`src/rtl/cla_pkg.sv`:
```
// Shared types and sizing helpers for the pipelined carry-lookahead adder/subtractor.
// Operand fields in stage_t are sized for the widest supported datapath (WIDTH <= WIDTH_MAX).
package cla_pkg;

   localparam int SLICE_W   = 16;
   localparam int WIDTH_MAX = 64;

   typedef logic [SLICE_W-1:0] slice_t;

   typedef struct packed {
      logic                 v;
      logic                 sub;
      logic                 carry;
      logic [WIDTH_MAX-1:0] a_hi;
      logic [WIDTH_MAX-1:0] b_hi;
      logic [WIDTH_MAX-1:0] res_lo;
   } stage_t;

   function automatic int nst(input int width);
      return width / SLICE_W;
   endfunction

endpackage

```
`src/rtl/cla_slice16.sv`:
```
// Combinational 16-bit carry-lookahead slice: 4-bit group generate/propagate with a
// second lookahead level across the four groups.
module cla_slice16
   import cla_pkg::*;
(
   input  slice_t a_i,
   input  slice_t b_i,
   input  logic   cin_i,
   output slice_t s_o,
   output logic   cout_o,
   output logic   c_msb_in_o
);

   logic [SLICE_W-1:0] g;
   logic [SLICE_W-1:0] p;
   logic [3:0]         gg;
   logic [3:0]         gp;
   logic [4:0]         cg;
   logic [SLICE_W:0]   c;

   always_comb begin
      g  = a_i & b_i;
      p  = a_i ^ b_i;
      gg = '0;
      gp = '0;
      for (int j = 0; j < 4; j++) begin
         gg[j] = g[4*j+3]
               | (p[4*j+3] & g[4*j+2])
               | (p[4*j+3] & p[4*j+2] & g[4*j+1])
               | (p[4*j+3] & p[4*j+2] & p[4*j+1] & g[4*j]);
         gp[j] = &p[4*j +: 4];
      end

      // Group carries resolved in parallel from cin and the group P/G terms
      cg[0] = cin_i;
      cg[1] = gg[0] | (gp[0] & cin_i);
      cg[2] = gg[1] | (gp[1] & gg[0]) | (gp[1] & gp[0] & cin_i);
      cg[3] = gg[2] | (gp[2] & gg[1]) | (gp[2] & gp[1] & gg[0])
            | (gp[2] & gp[1] & gp[0] & cin_i);
      cg[4] = gg[3] | (gp[3] & gg[2]) | (gp[3] & gp[2] & gg[1])
            | (gp[3] & gp[2] & gp[1] & gg[0])
            | (gp[3] & gp[2] & gp[1] & gp[0] & cin_i);

      c = '0;
      for (int j = 0; j < 4; j++) begin
         c[4*j] = cg[j];
         for (int i = 0; i < 3; i++) begin
            c[4*j+i+1] = g[4*j+i] | (p[4*j+i] & c[4*j+i]);
         end
      end
      c[SLICE_W] = cg[4];

      s_o        = p ^ c[SLICE_W-1:0];
      cout_o     = c[SLICE_W];
      c_msb_in_o = c[SLICE_W-1];
   end

endmodule

```
`src/rtl/cla_addsub_pipe.sv`:
```
// Pipelined WIDTH-bit add/sub: one 16-bit CLA slice per stage, carry registered between
// stages, operands skewed forward and results deskewed, valid/ready on both sides.
module cla_addsub_pipe
   import cla_pkg::*;
#(
   parameter int WIDTH = 64,
   parameter int SLICE = 16
) (
   input  logic             clk,
   input  logic             rst_n,
   input  logic             in_valid,
   output logic             in_ready,
   input  logic             in_sub,
   input  logic [WIDTH-1:0] in_a,
   input  logic [WIDTH-1:0] in_b,
   output logic             out_valid,
   input  logic             out_ready,
   output logic [WIDTH-1:0] out_res,
   output logic             out_cout,
   output logic             out_ovf,
   output logic             out_zero
);

   localparam int NST = nst(WIDTH);

   stage_t         st_q [NST];
   stage_t         st_d [NST];
   logic           c_msb [NST];
   logic [NST-1:0] src_v;
   logic [NST-1:0] adv;
   logic [NST-1:0] load;
   logic           ovf_q;
   logic           zero_q;
   logic           ovf_d;
   logic           zero_d;

   for (genvar k = 0; k < NST; k++) begin : g_stage
      logic [WIDTH-1:0] a_src;
      logic [WIDTH-1:0] b_src;
      logic [WIDTH-1:0] r_src;
      logic [WIDTH-1:0] r_new;
      logic             c_src;
      logic             sub_src;
      logic             co;
      slice_t           s;

      // Stage 0 takes the ports (B inverted for subtract); later stages take the skewed copy
      if (k == 0) begin : g_first
         assign a_src    = in_a;
         assign b_src    = in_sub ? ~in_b : in_b;
         assign c_src    = in_sub;
         assign sub_src  = in_sub;
         assign r_src    = '0;
         assign src_v[k] = in_valid;
      end else begin : g_next
         assign a_src    = st_q[k-1].a_hi[WIDTH-1:0];
         assign b_src    = st_q[k-1].b_hi[WIDTH-1:0];
         assign c_src    = st_q[k-1].carry;
         assign sub_src  = st_q[k-1].sub;
         assign r_src    = st_q[k-1].res_lo[WIDTH-1:0];
         assign src_v[k] = st_q[k-1].v;
      end

      cla_slice16 u_slice (
         .a_i        (a_src[k*SLICE +: SLICE]),
         .b_i        (b_src[k*SLICE +: SLICE]),
         .cin_i      (c_src),
         .s_o        (s),
         .cout_o     (co),
         .c_msb_in_o (c_msb[k])
      );

      always_comb begin
         r_new                   = r_src;
         r_new[k*SLICE +: SLICE] = s;
      end

      assign st_d[k] = '{v:      1'b1,
                         sub:    sub_src,
                         carry:  co,
                         a_hi:   WIDTH_MAX'(a_src),
                         b_hi:   WIDTH_MAX'(b_src),
                         res_lo: WIDTH_MAX'(r_new)};
   end

   assign ovf_d  = c_msb[NST-1] ^ st_d[NST-1].carry;
   assign zero_d = ~|st_d[NST-1].res_lo[WIDTH-1:0];

   // Advance chain runs from the output back to the input in one cycle
   always_comb begin
      adv          = '0;
      adv[NST-1]   = st_q[NST-1].v && out_ready;
      for (int k = NST-2; k >= 0; k--) begin
         adv[k] = st_q[k].v && (!st_q[k+1].v || adv[k+1]);
      end
      for (int k = 0; k < NST; k++) begin
         load[k] = !st_q[k].v || adv[k];
      end
   end

   always_ff @(posedge clk or negedge rst_n) begin
      if (!rst_n) begin
         for (int k = 0; k < NST; k++) begin
            st_q[k] <= '0;
         end
         ovf_q  <= 1'b0;
         zero_q <= 1'b0;
      end else begin
         for (int k = 0; k < NST; k++) begin
            if (load[k]) begin
               if (src_v[k]) begin
                  st_q[k] <= st_d[k];
               end else begin
                  st_q[k].v <= 1'b0;
               end
            end
         end
         if (load[NST-1] && src_v[NST-1]) begin
            ovf_q  <= ovf_d;
            zero_q <= zero_d;
         end
      end
   end

   assign in_ready  = load[0];
   assign out_valid = st_q[NST-1].v;
   assign out_res   = st_q[NST-1].res_lo[WIDTH-1:0];
   assign out_cout  = st_q[NST-1].carry;
   assign out_ovf   = ovf_q;
   assign out_zero  = zero_q;

endmodule
```
`config.mk`:
```
export PLATFORM = sky130hd
export DESIGN_NAME = cla_addsub_pipe
export DESIGN_NICKNAME = d
export VERILOG_FILES = /design/src/rtl/cla_pkg.sv /design/src/rtl/cla_slice16.sv /design/src/rtl/cla_addsub_pipe.sv
export SDC_FILE = /design/constraint.sdc
export NUM_CORES = 1
export LEC_CHECK = 0
export ABC_AREA = 0
export BUFFER_PORTS_ARGS = -buffer_cell sky130_fd_sc_hd__buf_2
export CORE_MARGIN = 3
export CORE_UTILIZATION = 40
export CTS_CLUSTER_DIAMETER = 80
export DETAILED_ROUTE_END_ITERATION = 6
export PLACE_DENSITY = 0.64
export SLEW_MARGIN = 15
export SYNTH_ARGS = -nofsm -noshare
export SYNTH_HDL_FRONTEND = slang
export SYNTH_SLANG_ARGS = --single-unit
```
`constraint.sdc`:
```
create_clock -name clk -period 5.55 [get_ports clk]
set_clock_uncertainty 0.15 [all_clocks]
set_input_delay 0.8325 -clock clk [delete_from_list [all_inputs] [get_ports clk]]
set_output_delay 0.8325 -clock clk [all_outputs]
set_load 0.03 [all_outputs]
```
# Word-level counts from Yosys, hierarchy flattened
# Index checks and enable logic that the tools add are counted.
# word_totals
ram_bits,0
register_bits,554
memories,0
in_bits,133
wordCells,401
latchBits,0
mem_bits_ro,0
# classes
shifts,0
eq_ne,0
multipliers,0
order_cmp,0
bitwise,342
add_sub_neg,0
reduce_logical,34
div_mod_pow,0
n_mux,5
# op_table
op,count
$and A1 B1 Y1,192
$or A1 B1 Y1,136
$xor A16 B16 Y16,8
$and A16 B16 Y16,4
$mux W64,1
$not A64 Y64,1
$reduce_and A4 Y1,16
$reduce_or A64 Y1,1
$reduce_and A2 Y1,4
$logic_not A1 Y1,5
$logic_and A1 B1 Y1,4
$logic_or A1 B1 Y1,4
$mux W1,4
$xor A1 B1 Y1,1

# Logic depth before layout (Yosys ltp)
# Gate-level depths: netlist of run 1.
# depth
word_depth,18
depth_mapped,15
ltp_nobuf,13

# By module
# From an unflattened synthesis of run 1, not the netlist that was laid out.
# hier_totals
cells_unflattened,1226
area_unflattened_um2,16883.7
# modules_own_cells
mod,cells_each,instances,area_each_um2
cla_addsub_pipe,918,1,14026.0
cla_slice16 (g_stage[1].u_slice ...),77,2,716.9
cla_slice16 (g_stage[0].u_slice ...),77,2,711.9

# Least setup slack after synthesis of run 1
# No wires, ideal clock.
# synth_path
path_kind,input port to flip-flop
start,input port in_sub
end,"register st_q, in the netlist g_stage[1].r_src[15]"
setup_slack_ns,1.397
setup_time_ns,0.083
path_stages,14
arrival_ns,3.921
cell_sequence,clkbuf_1 buf_2 buf_2 xor2_1 ha_1 a211oi_2 o21ai_0 a221oi_1 o21a_1 fa_1 fa_1 fa_1 xor2_1 o21ai_0
# synth_between
elab_chain_cells,17
elab_cells_between_ends,45
# synth_rtl
item,line_no,rtl
start: declaration,cla_addsub_pipe.sv:13,"input logic in_sub,"
$mux W64,cla_addsub_pipe.sv:50,assign b_src = in_sub ? ~in_b : in_b;
$xor A16 B16 Y16 or $and A16 B16 Y16 (tied branches),"cla_slice16.sv:23, cla_slice16.sv:22",
"$and A1 B1 Y1, on equally long branches","cla_slice16.sv:28, cla_slice16.sv:29, cla_slice16.sv:30",
$or A1 B1 Y1 (tied with other cells),cla_slice16.sv:28,| (p[4*j+3] & g[4*j+2])
$or A1 B1 Y1 or $and A1 B1 Y1 (tied branches),"cla_slice16.sv:29, cla_slice16.sv:30",
$or A1 B1 Y1,cla_slice16.sv:30,| (p[4*j+3] & p[4*j+2] & p[4*j+1] & g[4*j]);
$and A1 B1 Y1,cla_slice16.sv:38,cg[3] = gg[2] | (gp[2] & gg[1]) | (gp[2] & gp[1] & gg[0])
$or A1 B1 Y1 (2 in series),cla_slice16.sv:38,
$or A1 B1 Y1,cla_slice16.sv:39,| (gp[2] & gp[1] & gp[0] & cin_i);
$and A1 B1 Y1,cla_slice16.sv:48,c[4*j+i+1] = g[4*j+i] | (p[4*j+i] & c[4*j+i]);
$or A1 B1 Y1,cla_slice16.sv:48,
$and A1 B1 Y1,cla_slice16.sv:48,
$or A1 B1 Y1,cla_slice16.sv:48,
$and A1 B1 Y1,cla_slice16.sv:48,
$or A1 B1 Y1,cla_slice16.sv:48,
$xor A16 B16 Y16 *,cla_slice16.sv:53,s_o = p ^ c[SLICE_W-1:0];
end signal: indexed assignment,cla_addsub_pipe.sv:112,st_q[k] <= st_d[k];
end: declaration,cla_addsub_pipe.sv:26,stage_t st_q [NST];
# Mark *: on every way between the ends. The rest lies on a longest branch, timed or not.
# A chain may end at the register's enable or synchronous reset.

# Worst setup path after layout of run 1
# layout_path
start,"register st_q, in the netlist g_stage[3].a_src[50]"
end,"register zero_q, in the netlist out_zero"
# layout_between
elab_cells_between_ends,46
# layout_rtl
item,line_no,rtl
$and A16 B16 Y16 or $xor A16 B16 Y16 (tied branches),"cla_slice16.sv:22, cla_slice16.sv:23",
"$and A1 B1 Y1, on equally long branches","cla_slice16.sv:28, cla_slice16.sv:29, cla_slice16.sv:30",
$or A1 B1 Y1 (tied with other cells),cla_slice16.sv:28,
$or A1 B1 Y1 or $and A1 B1 Y1 (tied branches),"cla_slice16.sv:29, cla_slice16.sv:30",
$or A1 B1 Y1,cla_slice16.sv:30,
$and A1 B1 Y1,cla_slice16.sv:38,
$or A1 B1 Y1,cla_slice16.sv:38,
$or A1 B1 Y1 *,cla_slice16.sv:39,
$and A1 B1 Y1 *,cla_slice16.sv:48,
$or A1 B1 Y1 *,cla_slice16.sv:48,
$and A1 B1 Y1 *,cla_slice16.sv:48,
$or A1 B1 Y1 *,cla_slice16.sv:48,
$xor A16 B16 Y16 *,cla_slice16.sv:53,
named net g_stage[3].s[14],cla_addsub_pipe.sv:45,slice_t s;
$reduce_or A64 Y1 *,cla_addsub_pipe.sv:87,assign zero_d = ~|st_d[NST-1].res_lo[WIDTH-1:0];
$logic_not A1 Y1 *,cla_addsub_pipe.sv:87,
end signal: assignment,cla_addsub_pipe.sv:120,zero_q <= zero_d;
end: declaration,cla_addsub_pipe.sv:33,logic zero_q;
# The timed path passes the listed nets; every way through them passes the cells marked *.

==> reports/qor.yml, run 1 <==
cts:
  clock_sinks: 362
  clock_latency_ns: 0.55
  cts_setup_buffers: 0
  root_buffer: "clkbuf_16"
  cts_hold_buf: 0
  cts_made_buffers: 41
  cts.path.max_buffers: 3
  cts_tree: "done"
  htreeDepth: 2
  cts_resized: 0
  path_clk_slew_ns: 0.06
global_route:
  grt_pass1_vias: 11001
  grt_overflow: 0
  grt_max_degree: 125
  grt_pass1_wl_um: 59010
  antenna_found_initial: 1
  grt_usage_pct: 16.78
final_layout:
  antennaDiodeCount: 0
  area_growth_pct: 17.12
  drive_above_1_share_pct: 31.60
  fill_cells: 3747
  final-seq-area_um2: 9059
  nNetsFinal: 1792
  multi_input_area_um2: 7187
run_status:
  outcome: "finished clean"
placed_design:
  globalplace.congestion: 0.8475
  io_buffers: 201
  hpwl_um: 25820
sta:
  maxSlewHeadroom_pct: 37.02
  slew_viol_final: 0
  whs_ns: 0.2630
  setup_tns_ns: 0
  finalSetupViolCount: 0
  tightest_slew_ns: 0.9361
  rsz0062_at_grt: "false"
  final_hold_viol_count: 0
  min_period_ns: 4.299
  period_share_pct: 77.46
  timing.fmax_mhz: 232.6
pwr:
  ir_drop_uv: 205.4
  cellPowerDensity_nw_per_um2: 528.4
  power_frac_seq_pct: 41.2
  pwr-share-clk_pct: 26.1
  power.switching_mw: 3.635
  p_leak_nw: 9.250
  internal_power_mw: 6.688
  swShare_pct: 35.22
  p_comb_share_pct: 32.8
worst_setup_path:
  cp_slowest_stage_delay_ns: 0.52
  cp-end-kind: "register"
  cp.arrival_ns: 4.64
  start_kind: "register"
  path_cells: "ha_1 > a211o_1 > a31o_2 > a211oi_1 > nor2_1 > fa_1 > fa_1 > fa_1 > nor4b_1 > nand4_1 > or4b_1 > nor4_1 > a21o_1"
  cp.required_ns: 5.89
  path_max_fanout: 4
  crit_top_cell: "fa_1"
  critical_path_buf_inv_count: 0
  worstSetupPathType: "register to register"
  crit_family: "adder cells"
  critical-path-slowest-cell: "or4b_1"
die:
  ios: 202
  fp.coreArea_um2: 41020
  die_y_um: 210.2
  die_x_um: 210.2
  dieArea_um2: 44190
  start_util_pct: 40.67
  row_count: 74
routing:
  drt-pass1-iter-count: 4
  wl_per_cell_um: 17.33
  via_count: 10414
  drt-total-wl_um: 36480
  vias_per_cell: 4.947
  drc: 0
  first_iter_violations: 424
  ant_nets: 0
synthesis:
  syn-mean-instance-area_um2: 12.31
  synth_ff_type: "dfrtp_1"
  syn_inst: 1355
  synth_cell_types: 51
  postSynth.asyncResetShare_pct: 100.0
  synth_top_area_share_pct: 54.31
  ys_warn_count: 0
  synth_top_cell_by_area: "dfrtp_1"
  ys_seq_area_share_pct: 54.31
  post_synth_instance_area_um2: 16680
  synth-edff-count: 0
  yosys_register_bits: 362
  syn_nets: 1599
  synthTopCellsByArea: "dfrtp_1, mux2_2, nand2_1"
run:
  maxCapViolations: 0
min_path:
  worst_hold_path_type: "primary input to async pin"
final cells by class:
cell class	instances	area share [%]
clock buffers	60	6.026
well taps	532	3.407
multi-input cells	884	36.79
flip-flops and latches	362	46.37
inverters	47	0.9030
clock inverters	8	0.7493
repair buffers	212	5.764
placed cells by master (no fill, tap or decap), drive strengths merged, types with 2 or more instances in the layout:
| cell type | instances |
|---|---|
| xnor2 | 57 |
| o2111a | 2 |
| nor2 | 12 |
| nor3 | 2 |
| o21a | 2 |
| nand3 | 4 |
| nand2b | 6 |
| bufinv | 4 |
| nand4 | 9 |
| nand2 | 263 |
| dfrtp | 362 |
| fa | 47 |
| buf | 212 |
| a21oi | 17 |
| a211o | 3 |
| a21o | 14 |
| a221oi | 4 |
| mux2 | 214 |
| xor2 | 24 |
| o21bai | 4 |
| ha | 64 |
| a211oi | 3 |
| or2 | 2 |
| and4 | 3 |
| o21ai | 92 |
| inv | 48 |
| clkinv | 3 |
| nor2b | 5 |
| clkbuf | 60 |
| nor4 | 14 |
worst paths after layout:
path	from	endpoint	slack, ns	cells after the start
worst max-delay path	g_stage[3].a_src[50]$_DFFE_PN0P_	out_zero$_DFFE_PN0P_	1.25	13
worst min-delay path	rst_n	g_stage[1].a_src[56]$_DFFE_PN0P_	0.26	1
worst max register to register	g_stage[3].a_src[50]$_DFFE_PN0P_	out_zero$_DFFE_PN0P_	1.25	13
worst min register to register	out_res[56]$_DFFE_PN0P_	out_res[56]$_DFFE_PN0P_	0.32	2
max in group asynchronous	rst_n	g_stage[1].b_src[21]$_DFFE_PN0P_	3.75	2
min in group clk	out_res[56]$_DFFE_PN0P_	out_res[56]$_DFFE_PN0P_	0.32	2
cell usage after synthesis, types with 6 or more instances:
library cell    n
o21ai_0        90
xor2_1         24
a21oi_1        17
xnor2_1        57
inv_1          46
ha_1           64
clkbuf_1       19
nand2b_1        6
mux2_2        214
buf_2          36
nand2_1       263
a21o_1         14
nor2_1         12
nand4_1         9
fa_1           47
nor4_1         14
dfrtp_1       362
worst register-to-register path: stages (launching register included):
cell and delay [ns]:
dfrtp_1 0.40, ha_1 0.34, a211o_1 0.26, a31o_2 0.22, a211oi_1 0.23, nor2_1 0.14
fa_1 0.40, fa_1 0.40, fa_1 0.47, nor4b_1 0.26, nand4_1 0.13, or4b_1 0.52
nor4_1 0.22, a21o_1 0.12
metrics by stage:
step / utilization (%) / cells / setup slack, ns / area [um2] / total power [mW]
detailed placement: 44.41 / 2037 / 1.175 / 18210 / 7.729
global route: 47.63 / 2105 / 1.045 / 19540 / 11.05
finish: 47.63 / 2105 / 1.251 / 19540 / 10.32
global placement: 44.41 / 2037 / 1.270 / 18210 / 7.599
CTS: 47.63 / 2105 / 1.255 / 19540 / 10.48
floorplan: - / 1355 / 1.397 / 16680 / 6.502
routing by layer:
metal	share of wire (%)	track usage [%]	vias up	wire length, um
met2	49	28.23	190	17750
met5	0.019	0	-	7
met3	4.7	3.676	57	1704
met4	2.4	4.883	2	867
li1	-	-	4974	-
met1	44	22.01	5191	16150
sequential cells by signal (all words and copies together) (netlist names):
name / flops
out_cout: 1
out_ovf: 1
g_stage.a_src: 96
out_zero: 1
out_valid: 1
g_stage.c_src: 3
src_v: 3
g_stage.r_src: 96
g_stage.b_src: 96
out_res: 64
cell families after synthesis:
logic type	share of synthesized area (%)
buf+inv	2.835
fa+ha+maj	10.44
flops	54.31
xor+xnor	4.253
compound gates	5.483
simple gates	8.176
mux	14.51
power by group through the flow:
stage	clock, mW	combinational [mW]	sequential, mW
after floorplan	0	1.99	4.51
after CTS	2.78	3.44	4.27
after global placement	0	3.33	4.27
after global routing	2.89	3.78	4.38
final	2.69	3.38	4.25
after detailed placement	0	3.42	4.31
(Power assumes the default switching activity.)
==> inputs of run 2 (changes only) <==
--- a/config.mk
+++ b/config.mk
@@ -11,7 +11,7 @@
 export CORE_UTILIZATION = 40
 export CTS_CLUSTER_DIAMETER = 80
 export DETAILED_ROUTE_END_ITERATION = 6
-export PLACE_DENSITY = 0.64
+export PLACE_DENSITY = 0.67
 export SLEW_MARGIN = 15
 export SYNTH_ARGS = -nofsm -noshare
 export SYNTH_HDL_FRONTEND = slang
==> constraint.sdc (replaced) <==
create_clock -name clk -period 3.8 [get_ports clk]
set_clock_uncertainty 0.15 [all_clocks]
set_input_delay 0.57 -clock clk [delete_from_list [all_inputs] [get_ports clk]]
set_output_delay 0.57 -clock clk [all_outputs]
set_load 0.03 [all_outputs]
==> reports/qor.yml, run 2 (synthesis gave the netlist of run 1 again) <==
die:
  row_count: 74  # unchanged
  die_x_um: 210.2  # unchanged
  fp.coreArea_um2: 41020  # unchanged
  ios: 202  # unchanged
  dieArea_um2: 44190  # unchanged
  die_y_um: 210.2  # unchanged
  start_util_pct: 40.67  # unchanged
routing:
  wl_per_cell_um: 17.27  # -0.32%
  drt-pass1-iter-count: 4  # unchanged
  via_count: 10585  # +1.6%
  ant_nets: 0  # unchanged
  vias_per_cell: 4.935  # -0.25%
  drt-total-wl_um: 37050  # +1.6%
  drc: 0  # unchanged
  first_iter_violations: 552  # +30%
worst_setup_path:
  crit_family: "adder cells"
  start_kind: "register"
  cp-end-kind: "register"
  path_depth: 13  # unchanged
  cp_slowest_stage_delay_ns: 0.56  # +0.04 ns
  worstSetupPathType: "register to register"
  reg2reg_from: "g_stage[3].a_src[50]$_DFFE_PN0P_"
  critical-path-slowest-cell: "or4b_4"
  ff2ff_setup_slack_ns: -0.19  # -1.44 ns
  endpoint: "out_zero$_DFFE_PN0P_"
  path_cells: "ha_4 > a211o_1 > a31o_4 > a211oi_2 > nor2_2 > fa_2 > fa_2 > fa_1 > nor4b_2 > nand4_1 > or4b_4 > nor4_4 > a21o_1"
  startpoint: "g_stage[3].a_src[50]$_DFFE_PN0P_"
  r2r-end: "out_zero$_DFFE_PN0P_"
  r2r_cells: 13  # unchanged
  path_max_fanout: 2  # -2
  cp.required_ns: 4.14  # -1.75 ns
  crit_top_cell: "fa_2"
  critical_path_buf_inv_count: 0  # unchanged
  cp.arrival_ns: 4.33  # -0.31 ns
sta:
  period_share_pct: 104.9  # +27 points
  min_period_ns: 3.986  # -0.3130 ns
  slew_viol_final: 0  # unchanged
  rsz0062_at_grt: "true"
  setup_ws_ns: -0.1858  # -1.437 ns
  timing.fmax_mhz: 250.9  # +7.9%
  tightest_slew_ns: 0.8931  # -0.04301 ns
  final_hold_viol_count: 0  # unchanged
  finalSetupViolCount: 1  # +1
  maxSlewHeadroom_pct: 40.34  # +3.3 points
global_route:
  grt_max_degree: 102  # -18%
  grt_pass1_wl_um: 60420  # +2.4%
  grt_pass1_vias: 11291  # +2.6%
  grt_overflow: 0  # unchanged
  grt_usage_pct: 17.11  # +0.32 points
  antenna_found_initial: 4  # +3
pwr:
  p_comb_share_pct: 34.9  # +2.1 points
  internal_power_mw: 9.906  # +48%
  ir_drop_uv: 392.1  # +91%
  pwr-share-clk_pct: 24.9  # -1.2 points
  cellPowerDensity_nw_per_um2: 771.1  # +46%
  power.switching_mw: 5.451  # +50%
  power_frac_seq_pct: 40.2  # -1.0 points
  p_leak_nw: 9.456  # +2.2%
  swShare_pct: 35.50  # +0.28 points
cts:
  cts_made_buffers: 41  # unchanged
  cts.path.max_buffers: 3  # unchanged
  root_buffer: "clkbuf_16"
  path_clk_slew_ns: 0.06  # about the same
  clock_latency_ns: 0.56  # about the same
  clock_sinks: 362  # unchanged
  cts_tree: "done"
  htreeDepth: 2  # unchanged
final_layout:
  area_growth_pct: 19.40
  final_area_um2: 19920  # +1.9%
  drive_above_1_share_pct: 33.81  # +2.2 points
  layout_common_cells: "dfrtp_1, nand2_1, mux2_2"
  fin_cells: 2145  # +1.9%
  nNetsFinal: 1829  # +2.1%
  post-route-util_pct: 48.56  # +0.92 points
  layout_commonest_cell: "dfrtp_1"
min_path:
  worst_hold_path_type: "primary input to register"
placed_design:
  dpl_cell_area_um2: 18550  # +1.8%
  globalplace.congestion: 0.8092  # -4.5%
  io_buffers: 201  # unchanged
  dp.cells: 2069  # +1.6%
  dp_slack_ns: -0.2507  # -1.425 ns
  hpwl_um: 26400  # +2.2%
run:
  maxCapViolations: 0  # unchanged
run_status:
  outcome: "finished with violations"
  failed_checks: "setup timing"
run 2: cell types whose count changed in the layout (fill, tap and decap cells not counted), moves of 2 or more:
| cell | delta |
|---|---|
| buf_4 | +31 |
| buf_12 | +5 |
| bufinv_16 | -2 |
| fa_1 | -2 |
| fa_2 | +2 |
| ha_1 | -2 |
| inv_6 | +2 |
run 2: worst register-to-register path: cells and delay by family (launching register included):
kind                       cells  cell delay, ns
DFF                            1            0.41
adders and majority gates      4            1.43
and+or+nand+nor                5            1.12
AOI/OAI and AO/OA              4            0.81
run 2: repair_timing:
item | CTS | global route
resized for setup | 1 | 7
setup endpoints to repair | 1 | 2
cloned | 0 | 0
endpoints found under the hold margin | 89 | 0
setup buffers | 2 | 2
pin swaps | 7 | 6
hold buffers | 1 | 0
run 2: worst min path at each step:
stage	slack [ns]	to	from	depth (start not counted)
2_1_floorplan	0.12	g_stage[1].a_src[16]$_DFFE_PN0P_	rst_n	0
3_3_place_gp	0.30	out_res[46]$_DFFE_PN0P_	out_res[46]$_DFFE_PN0P_	2
3_5_place_dp	0.31	out_res[7]$_DFFE_PN0P_	out_res[7]$_DFFE_PN0P_	2
4_1_cts	0.06	g_stage[1].a_src[50]$_DFFE_PN0P_	in_a[50]	2
5_1_grt	0.08	g_stage[1].a_src[54]$_DFFE_PN0P_	in_a[54]	2
6_report	0.09	g_stage[1].a_src[50]$_DFFE_PN0P_	in_a[50]	2
run 2: metrics by stage:
step	power, mW	setup TNS [ns]	hold slack, ns
final	15.36	-0.1858	0.09459
after global routing	16.43	-0.3339	0.07509
after CTS	15.52	-0.2515	0.05609
after global placement	11.37	-0.1679	0.3047
after floorplan	9.548	-0.08457	0.1244
after detailed placement	11.57	-0.2507	0.3074
run 2: metal layers:
| metal | GRT usage, % | wire length, um | vias up |
|---|---|---|---|
| met2 | 28.32 | 17650 | 204 |
| met5 | 0 | 44 | - |
| li1 | - | - | 5047 |
| met1 | 22.67 | 16530 | 5254 |
| met3 | 3.378 | 1692 | 74 |
| met4 | 5.952 | 1134 | 6 |
run 2: cell type report:
cell class,count,area [um2]
diodes,1,2.502
clock buffers,60,1167
clock inverters,10,116.4
fillers,3694,21100
inverters,47,176.4
multi-input cells,884,7261
flip-flops and latches,362,9059
well taps,532,665.6
repair buffers,249,1469
run 2: power by group through the flow:
stage / Sequential (mW) / Combinational, mW / Clock (mW)
2_1_floorplan: 6.59 / 2.95 / 0
3_3_place_gp: 6.20 / 5.17 / 0
6_report: 6.17 / 5.36 / 3.82
5_1_grt: 6.35 / 5.96 / 4.12
3_5_place_dp: 6.24 / 5.32 / 0
4_1_cts: 6.19 / 5.39 / 3.94
==> inputs of run 3 (changes only) <==
--- a/config.mk
+++ b/config.mk
@@ -8,10 +8,11 @@
 export ABC_AREA = 0
 export BUFFER_PORTS_ARGS = -buffer_cell sky130_fd_sc_hd__buf_2
 export CORE_MARGIN = 3
-export CORE_UTILIZATION = 40
+export CORE_UTILIZATION = 35
+export CTS_BUF_LIST = sky130_fd_sc_hd__clkbuf_16
 export CTS_CLUSTER_DIAMETER = 80
 export DETAILED_ROUTE_END_ITERATION = 6
-export PLACE_DENSITY = 0.67
+export PLACE_DENSITY = 0.6
 export SLEW_MARGIN = 15
 export SYNTH_ARGS = -nofsm -noshare
 export SYNTH_HDL_FRONTEND = slang
==> constraint.sdc (replaced) <==
create_clock -name clk -period 3.8 [get_ports clk]
set_clock_uncertainty 0.15 [all_clocks]
set_input_delay 0.38 -clock clk [delete_from_list [all_inputs] [get_ports clk]]
set_output_delay 0.38 -clock clk [all_outputs]
set_load 0.03 [all_outputs]
==> reports/qor.yml, run 3 (synthesis gave the netlist of run 1 again) <==
sta:
  final_hold_viol_count: 0  # unchanged
  period_share_pct: 105.6  # +0.66 points
  maxSlewHeadroom_pct: 43.58  # +3.2 points
  min_period_ns: 4.011  # +0.02520 ns
  slew_viol_final: 0  # unchanged
  finalSetupViolCount: 1  # unchanged
  rsz0062_at_grt: "true"
  setup_ws_ns: -0.2110  # -0.02520 ns
  whs_ns: 0.04531  # -0.04929 ns
  tightest_slew_ns: 0.8385  # -0.05452 ns
  setup_tns_ns: -0.2110  # -0.02520 ns
  timing.fmax_mhz: 249.3  # -0.63%
routing:
  ant_nets: 0  # unchanged
  vias_per_cell: 4.696  # -4.8%
  drt-pass1-iter-count: 4  # unchanged
  wl_per_cell_um: 16.42  # -4.9%
  drc: 0  # unchanged
  first_iter_violations: 523  # -5.3%
  via_count: 10863  # +2.6%
  drt-total-wl_um: 37980  # +2.5%
final_layout:
  nNetsFinal: 1920  # +5.0%
  drive_above_1_share_pct: 31.38  # -2.4 points
  fill_cells: 4364  # +18%
  layout_common_cells: "dfrtp_1, nand2_1, mux2_2"
  area_growth_pct: 25.14
  layout_commonest_cell: "dfrtp_1"
die:
  ios: 202  # unchanged
  dieArea_um2: 50320  # +14%
  fp.coreArea_um2: 46850  # +14%
  row_count: 79  # +6.8%
  die_x_um: 224.3  # +6.7%
  die_y_um: 224.3  # +6.7%
  start_util_pct: 35.60  # -5.1 points
placed_design:
  globalplace.congestion: 0.8122  # +0.37%
  io_buffers: 201  # unchanged
  hpwl_um: 26730  # +1.2%
run:
  maxCapViolations: 0  # unchanged
worst_setup_path:
  worstSetupPathType: "register to register"
  cp.arrival_ns: 4.35  # +0.02 ns
  start_kind: "register"
  path_max_fanout: 2  # unchanged
  cp-end-kind: "register"
  cp.required_ns: 4.14  # about the same
pwr:
  p_leak_nw: 9.862  # +4.3%
  pwr-share-clk_pct: 24.4  # -0.5 points
  power_frac_seq_pct: 40.5  # +0.3 points
  cellPowerDensity_nw_per_um2: 730.7  # -5.2%
  internal_power_mw: 9.824  # -0.83%
  swShare_pct: 35.59  # +0.092 points
  p_comb_share_pct: 35.1  # +0.2 points
  power.switching_mw: 5.428  # -0.43%
  ir_drop_uv: 373.8  # -4.7%
cts:
  cts.path.max_buffers: 3  # unchanged
  path_clk_slew_ns: 0.06  # about the same
  clock_sinks: 362  # unchanged
  root_buffer: "clkbuf_16"
  clock_latency_ns: 0.55  # about the same
  cts_tree: "done"
  cts_made_buffers: 41  # unchanged
  htreeDepth: 2  # unchanged
global_route:
  antenna_found_initial: 1  # -3
  grt_max_degree: 105  # +2.9%
  grt_usage_pct: 15.54  # -1.6 points
  grt_overflow: 0  # unchanged
  grt_pass1_vias: 11649  # +3.2%
  grt_pass1_wl_um: 62270  # +3.1%
run_status:
  failed_checks: "setup timing"
  outcome: "finished with violations"
min_path:
  worst_hold_path_type: "primary input to register"
run 3: cell types whose count changed in the layout (fill, tap and decap cells not counted), moves of 2 or more:
cell / previous run / this run
dlygate4sd3_1: 1 / 95
clkbuf_16: 41 / 43
clkinv_2: 4 / 7
inv_1: 46 / 57
clkbuf_1: 12 / 0
clkbuf_8: 7 / 0
clkinv_1: 0 / 7
buf_4: 41 / 39
run 3: worst max-delay path: stages (launching register included):
cell and delay, ns:
dfrtp_1 0.41, ha_4 0.25, a211o_1 0.26, a31o_4 0.22
a211oi_2 0.19, nor2_2 0.08, fa_2 0.34, fa_2 0.35
fa_1 0.52, nor4b_2 0.27, nand4_1 0.12, or4b_4 0.53
nor4_4 0.13, a21o_1 0.11
run 3: cell type report:
class	count	area, um2	area share [%]
repair buffers	340	2375	11.38
multi-input cells	884	7246	34.71
clock inverters	29	180.2	0.8632
inverters	47	176.4	0.8452
flip-flops and latches	362	9059	43.40
diodes	1	2.502	0.01199
well taps	607	759.5	3.638
clock buffers	43	1076	5.155
run 3: timing repair:
action,CTS,global route
endpoints found under the setup margin,1,1
resized for setup,0,5
endpoints found under the hold margin,165,0
pin swaps,0,5
gates cloned,0,0
hold buffers,95,0
buffers inserted,0,1
run 3: through the flow:
stage	area [um2]	utilization [%]	std cells	setup slack (ns)	power, mW
after detailed placement	18630	39.76	2144	-0.2659	11.58
final	20870	44.55	2313	-0.2110	15.25
after global routing	20870	44.55	2312	-0.4489	16.39
after floorplan	16710	-	1355	-0.08457	9.547
after CTS	20830	44.47	2311	-0.2958	15.49
after global placement	18630	39.76	2144	-0.1974	11.43
run 3: power groups by stage:
stage | sequential, mW | combinational (mW) | clock, mW
floorplan | 6.59 | 2.95 | 0
detailed placement | 6.27 | 5.31 | 0
CTS | 6.21 | 5.42 | 3.86
global route | 6.38 | 6.00 | 4.00
global placement | 6.24 | 5.19 | 0
finish | 6.18 | 5.35 | 3.72
run 3: path summary, 6_finish.rpt:
kind                            cells after the start                             start  slack, ns                               end
worst max-delay path                               13  g_stage[3].a_src[50]$_DFFE_PN0P_      -0.21              out_zero$_DFFE_PN0P_
min in group asynchronous                           2                             rst_n       0.26  g_stage[2].a_src[43]$_DFFE_PN0P_
max in group asynchronous                           3                             rst_n       2.14  g_stage[1].b_src[53]$_DFFE_PN0P_
worst min register to register                      2           out_res[43]$_DFFE_PN0P_       0.32           out_res[43]$_DFFE_PN0P_
worst max register to register                     13  g_stage[3].a_src[50]$_DFFE_PN0P_      -0.21              out_zero$_DFFE_PN0P_
worst min-delay path                                3                          in_b[48]       0.05  g_stage[1].b_src[48]$_DFFE_PN0P_
run 3: per-layer routing:
layer	global-route usage [%]	routed length, um	up-vias
li1	-	-	5228
met1	20.79	17140	5393
met2	25.92	18180	190
met3	2.989	1788	52
met4	4.531	870	0
met5	0	0	-
